$ cat src/rtl/button_conditioner_pkg.sv
// Shared types and status-word layout for the push-button conditioner.
// The status word is read directly by the push-button PIO input port.
package button_conditioner_pkg;

  typedef enum logic [1:0] {
    ST_RELEASED,
    ST_WAIT_PRESS,
    ST_PRESSED,
    ST_WAIT_RELEASE
  } btn_state_e;

  localparam int LEVEL_LSB = 0;
  localparam int PRESS_LSB = 8;
  localparam int REL_LSB   = 16;
  localparam int COUNT_LSB = 24;
  localparam int COUNT_W   = 8;

endpackage

$ cat src/rtl/button_conditioner_debounce_channel.sv
// One push-button channel: 2-flop synchronizer, debounce FSM and counter.
// Outputs are next-state values so the top-level status register lines up with the FSM.
module debounce_channel
  import button_conditioner_pkg::*;
#(
  parameter int DEBOUNCE_CYCLES = 500000,
  parameter int CNT_W           = 20
) (
  input  logic clk,
  input  logic rst,
  input  logic btn_n_in,
  output logic level_nxt,
  output logic press_evt,
  output logic release_evt
);

  localparam logic [CNT_W-1:0] CNT_LAST = CNT_W'(DEBOUNCE_CYCLES - 1);

  logic [1:0]       sync_q, sync_d;
  btn_state_e       state_q, state_d;
  logic [CNT_W-1:0] cnt_q, cnt_d;
  logic             pressed;

  assign sync_d  = {sync_q[0], btn_n_in};
  assign pressed = ~sync_q[1];

  // NOTE: every output of this block gets a default first, so no path can infer a latch.
  always_comb begin
    state_d     = state_q;
    cnt_d       = cnt_q;
    press_evt   = 1'b0;
    release_evt = 1'b0;
    case (state_q)
      ST_RELEASED: if (pressed) begin
        state_d = ST_WAIT_PRESS;
        cnt_d   = '0;
      end
      ST_WAIT_PRESS: begin
        if (!pressed) begin
          state_d = ST_RELEASED;
        end else if (cnt_q == CNT_LAST) begin
          state_d   = ST_PRESSED;
          press_evt = 1'b1;
        end else begin
          cnt_d = cnt_q + 1'b1;
        end
      end
      ST_PRESSED: if (!pressed) begin
        state_d = ST_WAIT_RELEASE;
        cnt_d   = '0;
      end
      ST_WAIT_RELEASE: begin
        if (pressed) begin
          state_d = ST_PRESSED;
        end else if (cnt_q == CNT_LAST) begin
          state_d     = ST_RELEASED;
          release_evt = 1'b1;
        end else begin
          cnt_d = cnt_q + 1'b1;
        end
      end
      default: state_d = ST_RELEASED;
    endcase
  end

  assign level_nxt = (state_d == ST_PRESSED) || (state_d == ST_WAIT_RELEASE);

  // NOTE: sequential state uses non-blocking assignments only, so flop order never matters.
  // Synchronizer resets to "released" so leaving reset with keys up is silent.
  always_ff @(posedge clk or posedge rst) begin
    if (rst) begin
      sync_q  <= 2'b11;
      state_q <= ST_RELEASED;
      cnt_q   <= '0;
    end else begin
      sync_q  <= sync_d;
      state_q <= state_d;
      cnt_q   <= cnt_d;
    end
  end

endmodule

$ cat src/rtl/button_conditioner.sv
// Push-button conditioner: N_BTN debounced channels feeding a registered status word
// with level bits, sticky press/release events (cleared by ack rising edge) and a press count.
module button_conditioner
  import button_conditioner_pkg::*;
#(
  parameter int N_BTN           = 4,
  parameter int DEBOUNCE_CYCLES = 500000,
  parameter int CNT_W           = 20
) (
  input  logic             clk,
  input  logic             reset,
  input  logic [N_BTN-1:0] btn_n_in,
  input  logic [N_BTN-1:0] ack_in,
  output logic [31:0]      status_out
);

  logic [N_BTN-1:0]   level_nxt, press_evt, release_evt;
  logic [N_BTN-1:0]   ack_q, ack_rise;
  logic [31:0]        status_q, status_d;
  logic [COUNT_W-1:0] press_cnt;

  for (genvar g = 0; g < N_BTN; g++) begin : g_ch
    debounce_channel #(
      .DEBOUNCE_CYCLES(DEBOUNCE_CYCLES),
      .CNT_W          (CNT_W)
    ) u_ch (
      .clk        (clk),
      .rst        (reset),
      .btn_n_in   (btn_n_in[g]),
      .level_nxt  (level_nxt[g]),
      .press_evt  (press_evt[g]),
      .release_evt(release_evt[g])
    );
  end

  assign ack_rise = ack_in & ~ack_q;

  always_comb begin
    status_d  = '0;
    press_cnt = '0;
    for (int i = 0; i < N_BTN; i++) begin
      status_d[LEVEL_LSB+i] = level_nxt[i];
      // Set is OR-ed in after the clear so a coincident event is never lost.
      status_d[PRESS_LSB+i] = (status_q[PRESS_LSB+i] & ~ack_rise[i]) | press_evt[i];
      status_d[REL_LSB+i]   = (status_q[REL_LSB+i] & ~ack_rise[i]) | release_evt[i];
      press_cnt             = press_cnt + COUNT_W'(press_evt[i]);
    end
    status_d[COUNT_LSB +: COUNT_W] = status_q[COUNT_LSB +: COUNT_W] + press_cnt;
  end

  always_ff @(posedge clk or posedge reset) begin
    if (reset) begin
      ack_q    <= '0;
      status_q <= '0;
    end else begin
      ack_q    <= ack_in;
      status_q <= status_d;
    end
  end

  assign status_out = status_q;

endmodule

$ cat config.mk
export PLATFORM = sky130hd
export DESIGN_NAME = button_conditioner
export DESIGN_NICKNAME = d
export VERILOG_FILES = /design/src/rtl/button_conditioner_pkg.sv /design/src/rtl/button_conditioner_debounce_channel.sv /design/src/rtl/button_conditioner.sv
export SDC_FILE = /design/constraint.sdc
export NUM_CORES = 1
export LEC_CHECK = 0
export ABC_AREA = 1
export CAP_MARGIN = 20
export CORE_UTILIZATION = 59
export CTS_CLUSTER_DIAMETER = 100
export DETAILED_ROUTE_END_ITERATION = 6
export GPL_ROUTABILITY_DRIVEN = 0
export GPL_TIMING_DRIVEN = 0
export MAX_ROUTING_LAYER = met4
export PLACE_DENSITY_LB_ADDON = 0.2
export SYNTH_ARGS = -nofsm -noshare
export SYNTH_HDL_FRONTEND = slang
export SYNTH_SLANG_ARGS = --single-unit
export TNS_END_PERCENT = 50
$ cat constraint.sdc
create_clock -name clk -period 4.6 [get_ports clk]
set_input_delay 0.92 -clock clk [delete_from_list [all_inputs] [get_ports clk]]
set_output_delay 0.92 -clock clk [all_outputs]
set_load 0.05 [all_outputs]
* After elaboration in Yosys (flattened, before gate mapping)
Cells that the tools add are included.
** Word-level totals
- Register bits :: 120
- Latch bits :: 0
- Bits in writable memories :: 0
- Bits in read-only memories :: 0
- Output and inout bits :: 32
- Memories kept :: 0
** Cells by class
- Add/subtract/negate cells :: 8
- Multiply operators :: 0
- Divide/modulo/power cells :: 0
- Order comparisons :: 0
- Equal/unequal tests :: 40
- Shifts and indexed selects :: 0
- Multiplexer cells :: 72
- Bitwise operators :: 22
- Reduce and logical (&&, ||, !) cells :: 12
** Operators with widths (count)
- $mux W20 :: 20
- $pmux W20 S4 :: 4
- $add A20 B1 Y20 const B :: 4
- $eq A20 B19 Y1 const B :: 4
- $mux W2 :: 24
- $eq A2 B2 Y1 const B :: 16
- $pmux W2 S4 :: 4
- $mux W1 :: 20
- $ne A2 B1 Y1 const B :: 8
- $ne A2 B2 Y1 const B :: 8
- $reduce_and A4 Y1 :: 4
- $add A8 B4 Y8 :: 1
- $and A1 B1 Y1 :: 8
- $eq A2 B1 Y1 const B :: 4
- $logic_not A2 Y1 :: 4
- $or A1 B1 Y1 :: 8
- $add A3 B1 Y4 :: 1
- $and A4 B4 Y4 :: 1
- $logic_or A1 B1 Y1 :: 4
- $not A1 Y1 :: 4
- $not A4 Y4 :: 1
- $add A2 B1 Y3 :: 1
- $add A1 B1 Y2 :: 1

* Longest topological paths before layout
- Depth after elaboration :: 8
- Mapped depth :: 16

* Hierarchy
A second synthesis with hierarchy kept.
** Unflattened totals
- Cells, all modules :: 1004
- Area, all modules :: 7479.7 um^2
** By module, submodules not included
- debounce_channel (g_ch[0].u_ch ...) :: times used 3, cells an instance 230, area an instance 1607.8 um^2, seq. area each 603.1 um^2
- debounce_channel (g_ch[3].u_ch) :: times used 1, cells an instance 216, area an instance 1624.1 um^2, seq. area each 603.1 um^2
- button_conditioner :: times used 1, cells an instance 98, area an instance 1032.2 um^2, seq. area each 600.6 um^2

* Worst setup path after synthesis
No wires, ideal clock.
- Path kind :: flip-flop to flip-flop
- From :: reg g_ch[2].u_ch.cnt_q[0]
- To :: reg status_q[30], in the netlist status_out[30]
- Setup time :: 141 ps
- Arrival time :: 3004 ps
- Slack :: 1455 ps
- Cell stages (with the launch flop) :: 13
- Clock period less this slack :: 3145 ps
- Cell sequence :: dfrtp_1 ha_1 nand2_2 nor2_4 nand4_2 nor2_2 nand3b_1 fa_1 fa_1 fa_1 nor2_1 nand3_1 xnor2_1
** Between the ends
- Cells in the longest elaborated chain, start to end :: 7
** RTL lines
- from (decl) :: line button_conditioner_debounce_channel.sv:21 : logic [CNT_W-1:0] cnt_q, cnt_d;
- from (signal assigned) :: line button_conditioner_debounce_channel.sv:78 : cnt_q <= cnt_d;
- $eq A20 B19 Y1 :: line button_conditioner_debounce_channel.sv:41 : end else if (cnt_q == CNT_LAST) begin
- $mux W1 :: line button_conditioner_debounce_channel.sv:41
- $mux W1 :: line button_conditioner_debounce_channel.sv:39 : if (!pressed) begin
- $mux W1 :: line button_conditioner_debounce_channel.sv:33 : case (state_q)
- $add A2 B1 Y3 :: line button_conditioner.sv:46 : press_cnt = press_cnt + COUNT_W'(press_evt[i]);
- $add A3 B1 Y4 :: line button_conditioner.sv:46
- $add A8 B4 Y8 :: line button_conditioner.sv:48 : status_d[COUNT_LSB +: COUNT_W] = status_q[COUNT_LSB +: COUNT_W] + press_cnt;
- via status_d[30] :: line button_conditioner.sv:19 : logic [31:0] status_q, status_d;
- to (signal assigned) :: line button_conditioner.sv:57 : status_q <= status_d;
- to (decl) :: line button_conditioner.sv:19
The timed path passes the listed nets, and every way through them passes these cells.
A chain may end at the register's enable or synchronous reset.

* Final worst setup path
Ends and elaborated chain as after synthesis.

==> reports/results.ini <==
[sta]
worstMarginPinSlew_ps=569
slew-limit-headroom_pct=61.9
period_share_pct=75.4
setup_viol=0
rsz0062_at_grt=false
max_freq_mhz=288
fin_hold_ws_ps=354
min_period_ps=3470
drv_slew=0
finalHoldViolations=0
setup_slack_ps=1130
finClkSkew_ps=10.3

[route]
drt-pass1-iter-count=7
antenna_left=0
num_vias=6522
drc=6
viasPerCell=5.39
wl_per_cell_um=13.2
drt_wl_total_mm=15.9
drt_iter0_drc=485

[place]
portBuffers=29
place_ws_ps=1130
place_inst=1177
place_area_mm2=0.00766
dp_hpwl_mm=11.3

[global_route]
antenna_found_initial=0
grt_pass1_wl_mm=27.6
grt_max_degree=97
grt_pass1_vias=5936
overflow=0
grt_util_all_layers_pct=28.4

[power]
peakVddDrop_mv=0.276
powerDensity_mw_per_mm2=310
power.leakage_nw=3.74

[clock_tree]
cts_buffers=17
cts-resized-gates=0
root_buffer=clkbuf_16
cts_num_sinks=120
clk_path_buf_depth=2
cts_hold_buffers=0
clk_pin_slew_ps=50
clk-insertion-delay-late_ps=420
cts_tree=done
post_cts_buffers=0
cts-htree-levels=4

[floorplan]
rows=39
die_w_um=112
dieArea_mm2=0.0125
die_h_um=112
initial_core_util_pct=61.5
core-area_mm2=0.0116
ios=42

[hold_path]
hold_path_class=flip-flop to flip-flop
hold_start=g_ch[1].u_ch.sync_q[0]$_DFF_PP1_
hold-path-endpoint=g_ch[1].u_ch.sync_q[1]$_DFF_PP1_
whs_path_depth=0

[final_layout]
drive_above_1_share_pct=9.01
n_fill_cell=946
antenna_cells=0
fin_cells=1209
final_common_cell=nand2_1
synthToLayoutAreaGrowth_pct=15.8
fin_area_mm2=0.00824
fin_nets=1071
layout_common_cells=nand2_1, nand3_1, nor2_1, dfrtp_1, inv_1
fin_util_pct=71.2

[worst_setup_path]
start_kind=flip-flop
required_ps=4900
worstPathArrival_ps=3760
r2r_cells=12
path_class=flip-flop to flip-flop
r2r_slack_ps=1130
cp-startpoint=g_ch[2].u_ch.cnt_q[0]$_DFFE_PP0P_
cp-end-kind=flip-flop
reg2reg_from=g_ch[2].u_ch.cnt_q[0]$_DFFE_PP0P_
worstPathMaxFanout=6
r2r_end=status_out[30]$_DFF_PP0_

[outcome]
status=finished with violations
failed_checks=DRC

[synth]
syn_area_mm2=0.00712
ys_seq_area_share_pct=42.3
synth-seq-cells=120
yosysWarnings=0
syn_area_per_cell_um2=7.17
synth.distinct_cells=35
syn_inst=993

[run]
maxCapViolCount=0

[kinds of logic (layout without fill, tap and decap cells)]
kind of cell | Yosys count | after routing | synth area share (%)
AND/OR/NAND/NOR | 607 | 607 | 37.1
buffers and inverters | 142 | 204 | 9.11
flip-flops | 120 | 120 | 42.3
AO/OA/AOI/OAI | 94 | 94 | 7.12
XOR/XNOR | 21 | 21 | 2.58
adder cells (fa/ha/maj) | 8 | 8 | 1.72
other | 1 | 12 | 0.0527
[synthesized netlist by cell type (all sizes together)]
| library cell | n | share of area [%] |
|---|---|---|
| and2 | 5 | 0.44 |
| nor2 | 120 | 6.8 |
| nand4 | 38 | 3.4 |
| xnor2 | 3 | 0.37 |
| conb | 1 | 0.053 |
| clkbuf | 7 | 0.40 |
| or2 | 7 | 0.62 |
| nand2 | 308 | 16 |
| dfrtp | 112 | 39 |
| nor3 | 4 | 0.28 |
| dfstp | 8 | 3.0 |
| nand3 | 113 | 7.9 |
| o21ai | 87 | 6.4 |
| xor2 | 18 | 2.2 |
| fa | 3 | 0.84 |
| inv | 102 | 5.5 |
| nor3b | 1 | 0.11 |
| o21bai | 7 | 0.74 |
| buf | 33 | 3.2 |
| ha | 5 | 0.88 |
| nand3b | 11 | 1.2 |
[stage by stage]
stage          power, W  TNS (ps)
4_1_cts         0.00257         0
5_1_grt         0.00264         0
2_1_floorplan   0.00123         0
3_3_place_gp    0.00126   -129520
6_report        0.00255         0
3_5_place_dp    0.00127         0
[cell type report]
class	instances	area (µm²)	area share, %
sequential	120	3010	36.6
clock inverter	8	97.6	1.18
clock buffer	24	482	5.85
buffer	40	258	3.13
timing repair buffer	30	318	3.86
inverter	102	395	4.80
tap	143	179	2.17
multi-input combinational	742	3500	42.4
[how the worst max path moves through the flow]
stage	end	depth (start not counted)	slack [ps]
after global placement	g_ch[1].u_ch.cnt_q[12]$_DFFE_PP0P_	2	-1170
after detailed placement	status_out[30]$_DFF_PP0_	12	1130
final	status_out[30]$_DFF_PP0_	12	1130
after floorplan	ack_q[0]$_DFF_PP0_	1	510
after global routing	status_out[30]$_DFF_PP0_	13	880
after CTS	status_out[30]$_DFF_PP0_	12	1120
[routing by layer]
layer	wire length, µm	global-route usage [%]	up-vias
li1	-	-	3291
met1	7250	37.7	2990
met2	7380	43.6	209
met3	997	4.95	32
met4	297	11.0	0
met5	0	-	-
[report_power, final]
group,internal [W],total [W],switching (W),leakage [nW]
Clock,0.000837,0.00130,0.000467,0.276
Sequential,0.00108,0.00110,0.0000192,1.62
Combinational,0.0000452,0.000153,0.000108,1.84
[worst max-delay path, cell delays in order, from the launching register on]
cell and delay [ps]:
dfrtp_1 430, ha_1 330, nand2_2 100, nor2_4 200, nand4_2 110, nor2_2 200, nand3b_1 160, fa_1 480
fa_1 490, fa_1 430, nor2_1 180, nand3_1 120, xnor2_1 140
[state kept, by name, summed over array words and instances (netlist names)]
| register | flops |
|---|---|
| g_ch.u_ch.cnt_q | 80 |
| status_out | 20 |
| ack_q | 4 |
| g_ch.u_ch.state_q | 8 |
| g_ch.u_ch.sync_q | 8 |
Power figures use the tool's default switching activity.
